<file path="config.mk">
export PLATFORM = sky130hd
export DESIGN_NAME = alu32_share_arb
export DESIGN_NICKNAME = d
export VERILOG_FILES = /design/src/rtl/alu32_share_arb.sv
export SDC_FILE = /design/constraint.sdc
export NUM_CORES = 1
export LEC_CHECK = 0
export ABC_AREA = 1
export CORE_MARGIN = 1
export CORE_UTILIZATION = 30
export DETAILED_ROUTE_END_ITERATION = 16
export PLACE_DENSITY = 0.62
export SETUP_SLACK_MARGIN = 0.4
export SLEW_MARGIN = 20
export SYNTH_ARGS = -nofsm -noshare
export SYNTH_HDL_FRONTEND = slang
export SYNTH_SLANG_ARGS = --single-unit
</file>
<file path="constraint.sdc">
create_clock -name clk -period 5.7 [get_ports clk]
set_clock_uncertainty 0.05 [all_clocks]
set_input_delay 0.57 -clock clk [delete_from_list [all_inputs] [get_ports clk]]
set_output_delay 0.57 -clock clk [all_outputs]
set_load 0.05 [all_outputs]
</file>
<file path="src/rtl/alu32_share_arb.sv">
// rtl/alu32_share_arb.sv - two-requester round-robin front end sharing one alu32
`timescale 1ns/1ps

// alu32 - 32-bit ADD/SUB/AND/OR with carry (1 = no borrow on SUB) and overflow
module alu32 (
  input  logic [31:0] a,
  input  logic [31:0] b,
  input  logic [1:0]  f,
  output logic [31:0] y,
  output logic        overflow,
  output logic        carry
);

  logic [32:0] sum;
  logic [31:0] b_eff;

  // SUB is A + ~B + 1 so carry-out doubles as the no-borrow indication
  assign b_eff = f[0] ? ~b : b;
  assign sum   = {1'b0, a} + {1'b0, b_eff} + {32'd0, f[0]};

  always_comb begin
    y        = sum[31:0];
    carry    = sum[32];
    overflow = ~(a[31] ^ b_eff[31]) & (sum[31] ^ a[31]);
    case (f)
      2'b10: begin
        y        = a & b;
        carry    = 1'b0;
        overflow = 1'b0;
      end
      2'b11: begin
        y        = a | b;
        carry    = 1'b0;
        overflow = 1'b0;
      end
      default: ;
    endcase
  end

endmodule

module alu32_share_arb #(
  parameter bit PRIO_FIXED = 1'b0,
  parameter int CNT_W      = 16
) (
  input  logic             clk,
  input  logic             reset,
  input  logic             req0_valid,
  output logic             req0_ready,
  input  logic [31:0]      req0_a,
  input  logic [31:0]      req0_b,
  input  logic [1:0]       req0_f,
  input  logic             req1_valid,
  output logic             req1_ready,
  input  logic [31:0]      req1_a,
  input  logic [31:0]      req1_b,
  input  logic [1:0]       req1_f,
  output logic             rsp_valid,
  input  logic             rsp_ready,
  output logic             rsp_id,
  output logic [31:0]      rsp_y,
  output logic [3:0]       rsp_flags,
  output logic             busy,
  output logic [CNT_W-1:0] op_count
);

  typedef enum logic [1:0] {IDLE, EXEC, RESP} state_t;

  localparam logic [CNT_W-1:0] CNT_MAX = '1;
  localparam logic [CNT_W-1:0] CNT_ONE = {{(CNT_W-1){1'b0}}, 1'b1};

  state_t      state, state_nx;
  logic        last_grant;
  logic        grant;
  logic        grant_vld;
  logic        accept;
  logic        rsp_hs;
  logic [31:0] op_a, op_b;
  logic [1:0]  op_f;
  logic        op_id;
  logic [31:0] alu_y;
  logic        alu_ov, alu_c;

  alu32 u_alu (
    .a        (op_a),
    .b        (op_b),
    .f        (op_f),
    .y        (alu_y),
    .overflow (alu_ov),
    .carry    (alu_c)
  );

  always_comb begin
    grant_vld = req0_valid | req1_valid;
    if (req0_valid && req1_valid)
      grant = PRIO_FIXED ? 1'b0 : ~last_grant;
    else
      grant = ~req0_valid;
  end

  assign accept = req0_ready | req1_ready;
  assign rsp_hs = rsp_valid & rsp_ready;

  always_ff @(posedge clk) begin
    if (reset)
      state <= IDLE;
    else
      state <= state_nx;
  end

  always_comb begin
    state_nx = state;
    case (state)
      IDLE:    if (accept) state_nx = EXEC;
      EXEC:    state_nx = RESP;
      RESP:    if (rsp_hs) state_nx = IDLE;
      default: state_nx = IDLE;
    endcase
  end

  always_comb begin
    req0_ready = (state == IDLE) & grant_vld & ~grant;
    req1_ready = (state == IDLE) & grant_vld & grant;
    busy       = (state != IDLE);
  end

  always_ff @(posedge clk) begin
    if (reset) begin
      last_grant <= 1'b1;
      op_a       <= '0;
      op_b       <= '0;
      op_f       <= '0;
      op_id      <= 1'b0;
      rsp_valid  <= 1'b0;
      rsp_id     <= 1'b0;
      rsp_y      <= '0;
      rsp_flags  <= '0;
      op_count   <= '0;
    end else begin
      if (accept) begin
        op_a       <= grant ? req1_a : req0_a;
        op_b       <= grant ? req1_b : req0_b;
        op_f       <= grant ? req1_f : req0_f;
        op_id      <= grant;
        last_grant <= grant;
      end
      if (state == EXEC) begin
        rsp_y     <= alu_y;
        rsp_flags <= {alu_y == 32'd0, alu_ov, alu_c, alu_y[31]};
        rsp_id    <= op_id;
        rsp_valid <= 1'b1;
      end else if (rsp_hs) begin
        rsp_valid <= 1'b0;
      end
      if (rsp_hs && op_count != CNT_MAX)
        op_count <= op_count + CNT_ONE;
    end
  end

endmodule

</file>
==> reports/results.ini, run 1 <==
[run_status]
status=complete, no violations

[critical_path]
worst-r2r-setup-slack_ns=2.21
cp-start-kind=flop
end_kind=flop
cp.required_ns=6.01
cp.arrival_ns=3.80
reg2regPathDepth=20
cp-startpoint=op_f[0]
crit_type=reg -> reg
r2r_start=op_f[0]
r2r_end=rsp_flags[3]
crit_fanout=47

[power]
internal_power_mw=2.00
power_density_nw_per_um2=283
switching_share=0.404
seq_power_share=0.309
combPwrFrac=0.371
p_clk_frac=0.320
p_switching_mw=1.35
p_total_mw=3.35
peakVddDrop_uv=197
p_leak_nw=6.38

[cts]
htreeDepth=4
hold_buffers=0
cts_root_buf=clkbuf_16
cts_tree=built
post_cts_buffers=0
cts.repair.resized=0
ctsLongestPathBuffers=2
cts_buffers=17
clkTransAtPathRegs_ns=0.07
clock_latency_ns=0.43
cts_sinks=123

[synth]
netlist_instances=1630
synth_compound_area_frac=0.0767
synth_edf_count=0
synth_warnings=0
synthArstFlopShare=0
synth_area_um2=9030
synth_top_family_by_area=simple AND/OR/NAND/NOR gates
synth_seq_cells=123
ys_seq_area_frac=0.273
synth_nets=1803
synth_area_per_cell_um2=5.54
yosys.area_share.simple=0.448
synth-xor-area-share=0.00485
synthFlopType=dfxtp_1
synthAdderAreaFrac=0.0507
synthMuxAreaShare=0
synth.distinct_cells=36

[sta]
hold_violations=0
period_share=0.612
fin_setup_tns_ns=0
worst_slew_pin_slew_ns=1.08
max_slew_margin=0.283
whs_ns=0.421
maxSlewViolCount=0
period_needed_ns=3.49
finalSetupViolCount=0
max_freq_ghz=0.287
rsz0062_at_grt=false

[detailed_routing]
routedWlPerCell_um=13.5
dr.pass1.iters=5
dr_wl_met2_um=11900
post-route-drc-count=0
vias=9976
dr_wl_met3_um=1580
met1_length_um=15700
routed.top_layer=met4
antenna_left=0
first_iter_violations=680
viasPerCell=4.54
wl_um=29700

[worst_hold_path]
hp-start=rsp_flags[1]
hp-class=reg -> reg
min_delay_path_depth=2
holdPathEnd=rsp_flags[1]

[placement]
port_buffers=193
dp_hpwl_um=23100
place_congestion=0.946

[global_routing]
grt_max_degree=94
grt_pass1_vias=9048
grt_pass1_wl_um=47500
antenna_found_initial=0
grt_use_total=0.195
grt-ovfl-total=0

[layout]
filler_cell_count=3210
utilization=0.400
antennaDiodeCount=0
layout-drive-gt1-share=0.0404
layout-area-overhead-vs-synth_pct=31.5
nets=1966

[flow_run]
maxCapViolations=0

[floorplanning]
start_util=0.305
die_h_um=175
die_area_um2=30800
rows=63
coreArea_um2=29600
die_x_um=175
io_pins=194

## stage by stage
step	setup WS (ns)	instances	area (um^2)
6_report	2.21	2196	11900
4_1_cts	2.18	2196	11900
3_3_place_gp	2.30	2164	11300
2_1_floorplan	2.94	1630	9030
5_1_grt	1.81	2196	11900
3_5_place_dp	2.28	2164	11300
## area by class of cell
type,count,area [um^2],area share
well taps,390,488,0.0411
repair buffers,200,1980,0.167
multi-input cells,1159,5270,0.444
clock buffers,18,429,0.0362
flip-flops and latches,123,2460,0.208
clock inverters,14,135,0.0114
inverters,292,1100,0.0923
## power by group through the flow
stage / Sequential (mW) / Combinational, mW / Clock [mW]
floorplan: 1.12 / 0.744 / 0
global placement: 1.05 / 1.23 / 0
detailed placement: 1.05 / 1.23 / 0
CTS: 1.03 / 1.24 / 1.10
global route: 1.05 / 1.39 / 1.14
finish: 1.03 / 1.24 / 1.07
## critical path, cell delays in order, from the launching register on
cell	delay [ns]
dfxtp_2	0.62
buf_4	0.48
nand2_1	0.10
inv_1	0.08
nor2_1	0.04
ha_1	0.33
nand2_1	0.17
inv_1	0.06
nand2_1	0.06
nand2_1	0.07
inv_1	0.08
nand3_1	0.20
nand2_1	0.13
nand3_1	0.07
nand2_1	0.17
nand3_1	0.08
nor2_1	0.20
nand3_1	0.10
nor2_1	0.10
nand3_1	0.09
a21oi_2	0.11
## cell families (layout without fill, tap and decap cells)
kind of cell               count (synthesis)  after routing
and+or+nand+nor                          990            990
buffers and inverters                    348            524
DFF                                      123            123
AOI/OAI and AO/OA                        128            128
adders and majority gates                 36             36
xor gates and xnor gates                   5              5
## layout by cell type, fill, tap and decap left out, types with 7 or more instances in the layout
cell | netlist | layout
nand2_1 | 595 | 595
o21ai_0 | 68 | 68
nor2_1 | 197 | 194
buf_4 | 2 | 7
o211ai_1 | 10 | 10
ha_1 | 35 | 35
nand4_1 | 13 | 13
dfxtp_1 | 123 | 122
nand2_2 | 11 | 11
nand3_1 | 140 | 140
inv_1 | 288 | 287
clkdlybuf4s50_1 | 0 | 193
nor3_1 | 10 | 10
a21oi_1 | 38 | 38
clkbuf_16 | 0 | 17
nor2_2 | 9 | 9
## cells in the mapped netlist (all sizes together) (10+ instances only)
| cell | n | area (um^2) |
|---|---|---|
| a21oi | 39 | 199 |
| buf | 19 | 90.1 |
| clkbuf | 37 | 139 |
| dfxtp | 123 | 2460 |
| ha | 35 | 438 |
| inv | 291 | 1090 |
| nand2 | 606 | 2300 |
| nand3 | 143 | 731 |
| nand4 | 13 | 81.3 |
| nor2 | 206 | 796 |
| nor3 | 11 | 60.1 |
| o211ai | 10 | 75.1 |
| o21ai | 71 | 355 |
## state kept, by name, indices dropped and copies added (netlist names)
signal / flops
op_f: 2
rsp_flags: 4
op_a: 32
op_b: 32
state: 2
rsp_y: 31
op_count: 16
last_grant: 1
rsp_valid: 1
rsp_id: 1
op_id: 1
## worst max path at each step
stage	to	slack, ns	cells after the start
after floorplan	rsp_flags[3]	2.94	19
final	rsp_flags[3]	2.21	20
after CTS	req0_ready	2.18	5
after detailed placement	req0_ready	2.28	5
after global routing	rsp_flags[3]	1.81	19
after global placement	req0_ready	2.30	5
## routing by layer
metal	vias up	global-route usage
met5	-	0
met4	0	0.0576
met3	29	0.0290
met2	282	0.283
met1	4374	0.294
li1	5291	-
(Power assumes the default switching activity.)
==> inputs of run 2 (changes only) <==
Settings changed: PLACE_DENSITY 0.62 to 0.64.
Clock period 5.7 ns to 3.1 ns, I/O delays scaled along.
==> run 2 against run 1 <==
Against the previous run: hold slack is essentially flat; combinational power is 120% higher; sequential power grew 85%; register-to-register slack worse by 1.9 ns; first-iteration DRC count shrank 25%; power grew 100%; fmax grew 23%; sequential cell count unchanged; core utilization increased by 3.5 points; non-clock buffer count increased by 42; cell count increased by 1.9%; clock-buffer cell count is 4 higher; critical endpoint unchanged.
==> reports/results.ini, run 2 (synthesis results as in run 1) <==
[layout]
final_cell_mix=nand2_1 (556), inv_1 (280), clkdlybuf4s50_1 (193)
final_common_cell=nand2_1
reg_top3=op_a: 32 flops, op_b: 32 flops, rsp_y: 31 flops
layout-drive-gt1-share=0.129
nets=2008
layout-area-overhead-vs-synth_pct=43.1
antennaDiodeCount=0

[power]
internal_power_mw=4.14
peakVddDrop_uv=308
p_clk_frac=0.304
p_switching_mw=2.59
switching_share=0.385
p_leak_nw=6.69
seq_power_share=0.284
combPwrFrac=0.412
power_density_nw_per_um2=521

[cts]
hold_buffers=0
cts_sinks=123
cts_buffers=17
clock_latency_ns=0.42
clkTransAtPathRegs_ns=0.06
cts_root_buf=clkbuf_16
cts_tree=built
ctsLongestPathBuffers=2
htreeDepth=4

[global_routing]
grt_pass1_wl_um=49200
antenna_found_initial=0
grt_use_total=0.202
grt_max_degree=70
grt_pass1_vias=9609
grt-ovfl-total=0

[sta]
period_share=0.912
rsz0062_at_grt=true
worst_slew_pin_slew_ns=0.754
finalSetupViolCount=0
hold_violations=0
max_slew_margin=0.496
period_needed_ns=2.83
maxSlewViolCount=0
max_freq_ghz=0.354
whs_ns=0.421
fin_setup_tns_ns=0

[worst_hold_path]
hp-start=rsp_flags[2]
hp-class=reg -> reg

[critical_path]
r2r_start=op_f[0]
crit_fanout=6
cp.required_ns=3.40
end_kind=flop
cp-startpoint=op_f[0]
cp.arrival_ns=3.13
cp-start-kind=flop
crit_type=reg -> reg

[detailed_routing]
post-route-drc-count=0
wl_um=30800
viasPerCell=4.57
dr.pass1.iters=5
first_iter_violations=510
routedWlPerCell_um=13.7
antenna_left=0
vias=10200

[floorplanning]
die_h_um=175
die_area_um2=30800
die_x_um=175
coreArea_um2=29600
io_pins=194
rows=63
start_util=0.305

[placement]
port_buffers=193
dp_hpwl_um=23600
place_congestion=0.917

[flow_run]
maxCapViolations=0

[run_status]
status=complete, no violations

[run 2: per-stage QoR]
step	setup slack (ns)	area (um^2)	util	total power, mW	instances
global route	0.118	12900	0.436	7.15	2238
CTS	0.352	12600	0.425	6.59	2237
detailed placement	0.00356	11400	0.386	4.26	2179
floorplan	0.431	9030	-	3.42	1630
global placement	0.0121	11400	0.386	4.25	2179
finish	0.273	12900	0.436	6.73	2238
[run 2: what timing repair did]
item | CTS | global route
buffers inserted | 25 | 1
gates cloned | 1 | 0
gates resized for setup | 102 | 74
pin swaps | 37 | 31
hold endpoints to repair | 0 | 0
setup endpoints to repair | 11 | 16
[run 2: critical path: stages, from the launching register on]
cell and delay (ns):
dfxtp_4 0.42, buf_6 0.15, nand2_4 0.04, inv_2 0.05, nor2_1 0.03, ha_1 0.31
buf_6 0.14, nand2_2 0.05, nand2_2 0.08, nand2_2 0.08, nand2_2 0.07, nand3b_1 0.26
nand2_1 0.13, nand2_2 0.08, xor2_1 0.17, a21oi_2 0.26, nand2_1 0.08, nor2_1 0.10
nand3_1 0.09, a21oi_2 0.13
[run 2: final cells by class]
class / count / area (um^2)
repair buffers: 242 / 2380
inverters: 292 / 1100
clock buffers: 22 / 454
flip-flops and latches: 123 / 2470
fillers: 3180 / 16700
multi-input cells: 1159 / 5890
clock inverters: 10 / 140
well taps: 390 / 488
[run 2: power groups by stage]
stage          sequential, mW  clock (mW)  combinational, mW
2_1_floorplan            2.06           0               1.37
3_3_place_gp             1.92           0               2.33
3_5_place_dp             1.92           0               2.34
4_1_cts                  1.89        2.10               2.60
5_1_grt                  1.93        2.16               3.05
6_report                 1.91        2.04               2.77
[run 2: per-layer routing]
| layer | track usage | part of all wire |
|---|---|---|
| met1 | 0.294 | 0.51 |
| met2 | 0.303 | 0.42 |
| met3 | 0.0242 | 0.045 |
| met4 | 0.0757 | 0.023 |
| met5 | 0 | 0 |
[run 2: worst paths after layout]
path | to | slack (ns) | cells after the start
min reg2reg | rsp_flags[2] | 0.42 | 2
min | rsp_flags[2] | 0.42 | 2
max | rsp_flags[3] | 0.27 | 19
max reg2reg | rsp_flags[3] | 0.27 | 19
==> inputs of run 3 (changes only) <==
Settings changed: RECOVER_POWER from default to 100.
==> run 3 against run 2 <==
Against the previous run: sequential cell count did not move; largest cell class unchanged; critical endpoint is now rsp_y[17]; global-route usage did not move; hold slack got worse by 0.0047 ns; cell count did not move; routed wire length fell by 0.14%; first-iteration DRC count fell by 2.4%; sequential power barely moved; die area did not move.
==> reports/results.ini, run 3 (synthesis results as in run 1) <==
[floorplanning]
die_area_um2=30800
io_pins=194
rows=63
die_x_um=175
coreArea_um2=29600
start_util=0.305
die_h_um=175

[placement]
dpl.cell_count=2179
dp_hpwl_um=23600
place_congestion=0.917
port_buffers=193

[detailed_routing]
vias=10200
wl_um=30700
first_iter_violations=498
antenna_left=0
viasPerCell=4.57
routedWlPerCell_um=13.7
dr.pass1.iters=5
post-route-drc-count=0

[critical_path]
crit_fanout=6
cp_slowest_cell=dfxtp_4
worstPathCellList=buf_6, nand2_4, inv_2, nor2_1, ha_1, buf_6, nand2_2, nand2_2, nand2_2, nand2_2, nand3b_1, nand2_1, nand2_2, xor2_1, a21oi_2, buf_4, nand2_2, o211ai_1, inv_1
cp.required_ns=3.36
end_kind=flop
crit_type=reg -> reg
worst-r2r-setup-slack_ns=0.26
crit_family=simple AND/OR/NAND/NOR gates
critPathMaxStageDelay_ns=0.42
cp_common_cell=nand2_2
cp-start-kind=flop
cp.arrival_ns=3.10
path_buf_inv=5

[sta]
rsz0062_at_grt=true
finalSetupViolCount=0
worst_slew_pin_slew_ns=1.35
max_freq_ghz=0.352
period_needed_ns=2.84
max_slew_margin=0.0980
maxSlewViolCount=0
whs_ns=0.416
hold_violations=0
period_share=0.917
fin_setup_tns_ns=0

[layout]
nets=2008
layout-area-overhead-vs-synth_pct=42.6
final_cells=2238
antennaDiodeCount=0
filler_cell_count=3190
reg_top3=op_a: 32 flops, op_b: 32 flops, rsp_y: 31 flops
multi_input_area_um2=5850
final_common_cell=nand2_1
utilization=0.434
final_cell_mix=nand2_1 (557), inv_1 (280), nor2_1 (158)
regArea_um2=2470
layout-drive-gt1-share=0.125

[cts]
htreeDepth=4
clock_latency_ns=0.42
clkTransAtPathRegs_ns=0.06
cts_tree=built
ctsLongestPathBuffers=2
cts_root_buf=clkbuf_16
cts_sinks=123
cts_buffers=17

[worst_hold_path]
hp-class=reg -> reg

[global_routing]
antenna_found_initial=0
grt_max_degree=70
grt_pass1_vias=9609
grt-ovfl-total=0
grt_pass1_wl_um=49200
grt_use_total=0.202

[power]
p_leak_nw=6.85
power_density_nw_per_um2=520
peakVddDrop_uv=306

[run_status]
status=complete, no violations

[flow_run]
maxCapViolations=0

==> run 3: worst paths after layout <==
check	start	endpoint	depth (start not counted)
setup / recovery	op_f[0]	rsp_y[17]	19
hold / removal	rsp_flags[2]	rsp_flags[2]	2
setup reg to reg	op_f[0]	rsp_y[17]	19
hold reg to reg	rsp_flags[2]	rsp_flags[2]	2
==> run 3: layout make-up <==
class | count | area share
Multi-Input combinational cell | 1159 | 0.455
Sequential cell | 123 | 0.192
Timing Repair Buffer | 242 | 0.185
Inverter | 292 | 0.0852
Tap cell | 390 | 0.0379
Clock buffer | 22 | 0.0353
Clock inverter | 10 | 0.0109
==> run 3: stage by stage <==
stage               cell area [um^2]  total power [mW]  setup slack [ns]
CTS                            12600              6.59             0.352
global route                   12900              7.11            0.0539
floorplan                       9030              3.42             0.431
detailed placement             11400              4.26           0.00356
finish                         12900              6.69             0.258
global placement               11400              4.25            0.0121
==> run 3: worst min-delay path, delay by kind of cell, from the launching register on <==
family / cells / cell delay, ns
DFF: 1 / 0.31
and+or+nand+nor: 1 / 0.06
AOI/OAI and AO/OA: 1 / 0.06
==> run 3: layer usage <==
layer	track usage	part of all wire
met1	0.294	0.51
met2	0.303	0.42
met3	0.0242	0.046
met4	0.0757	0.023
met5	0	0
==> run 3: timing repair <==
action / 4_1_cts / 5_1_grt
pin swaps: 37 / 31
setup buffers: 25 / 1
gates resized for setup: 102 / 74
cloned: 1 / 0
hold buffers: 0 / 0
endpoints found under the setup margin: 11 / 16
==> run 3: report_power, final <==
group	switching [mW]	internal (mW)	leakage, nW
Sequential	0.167	1.74	1.01
Clock	0.754	1.29	0.293
Combinational	1.66	1.08	5.55
Total	2.58	4.11	6.85
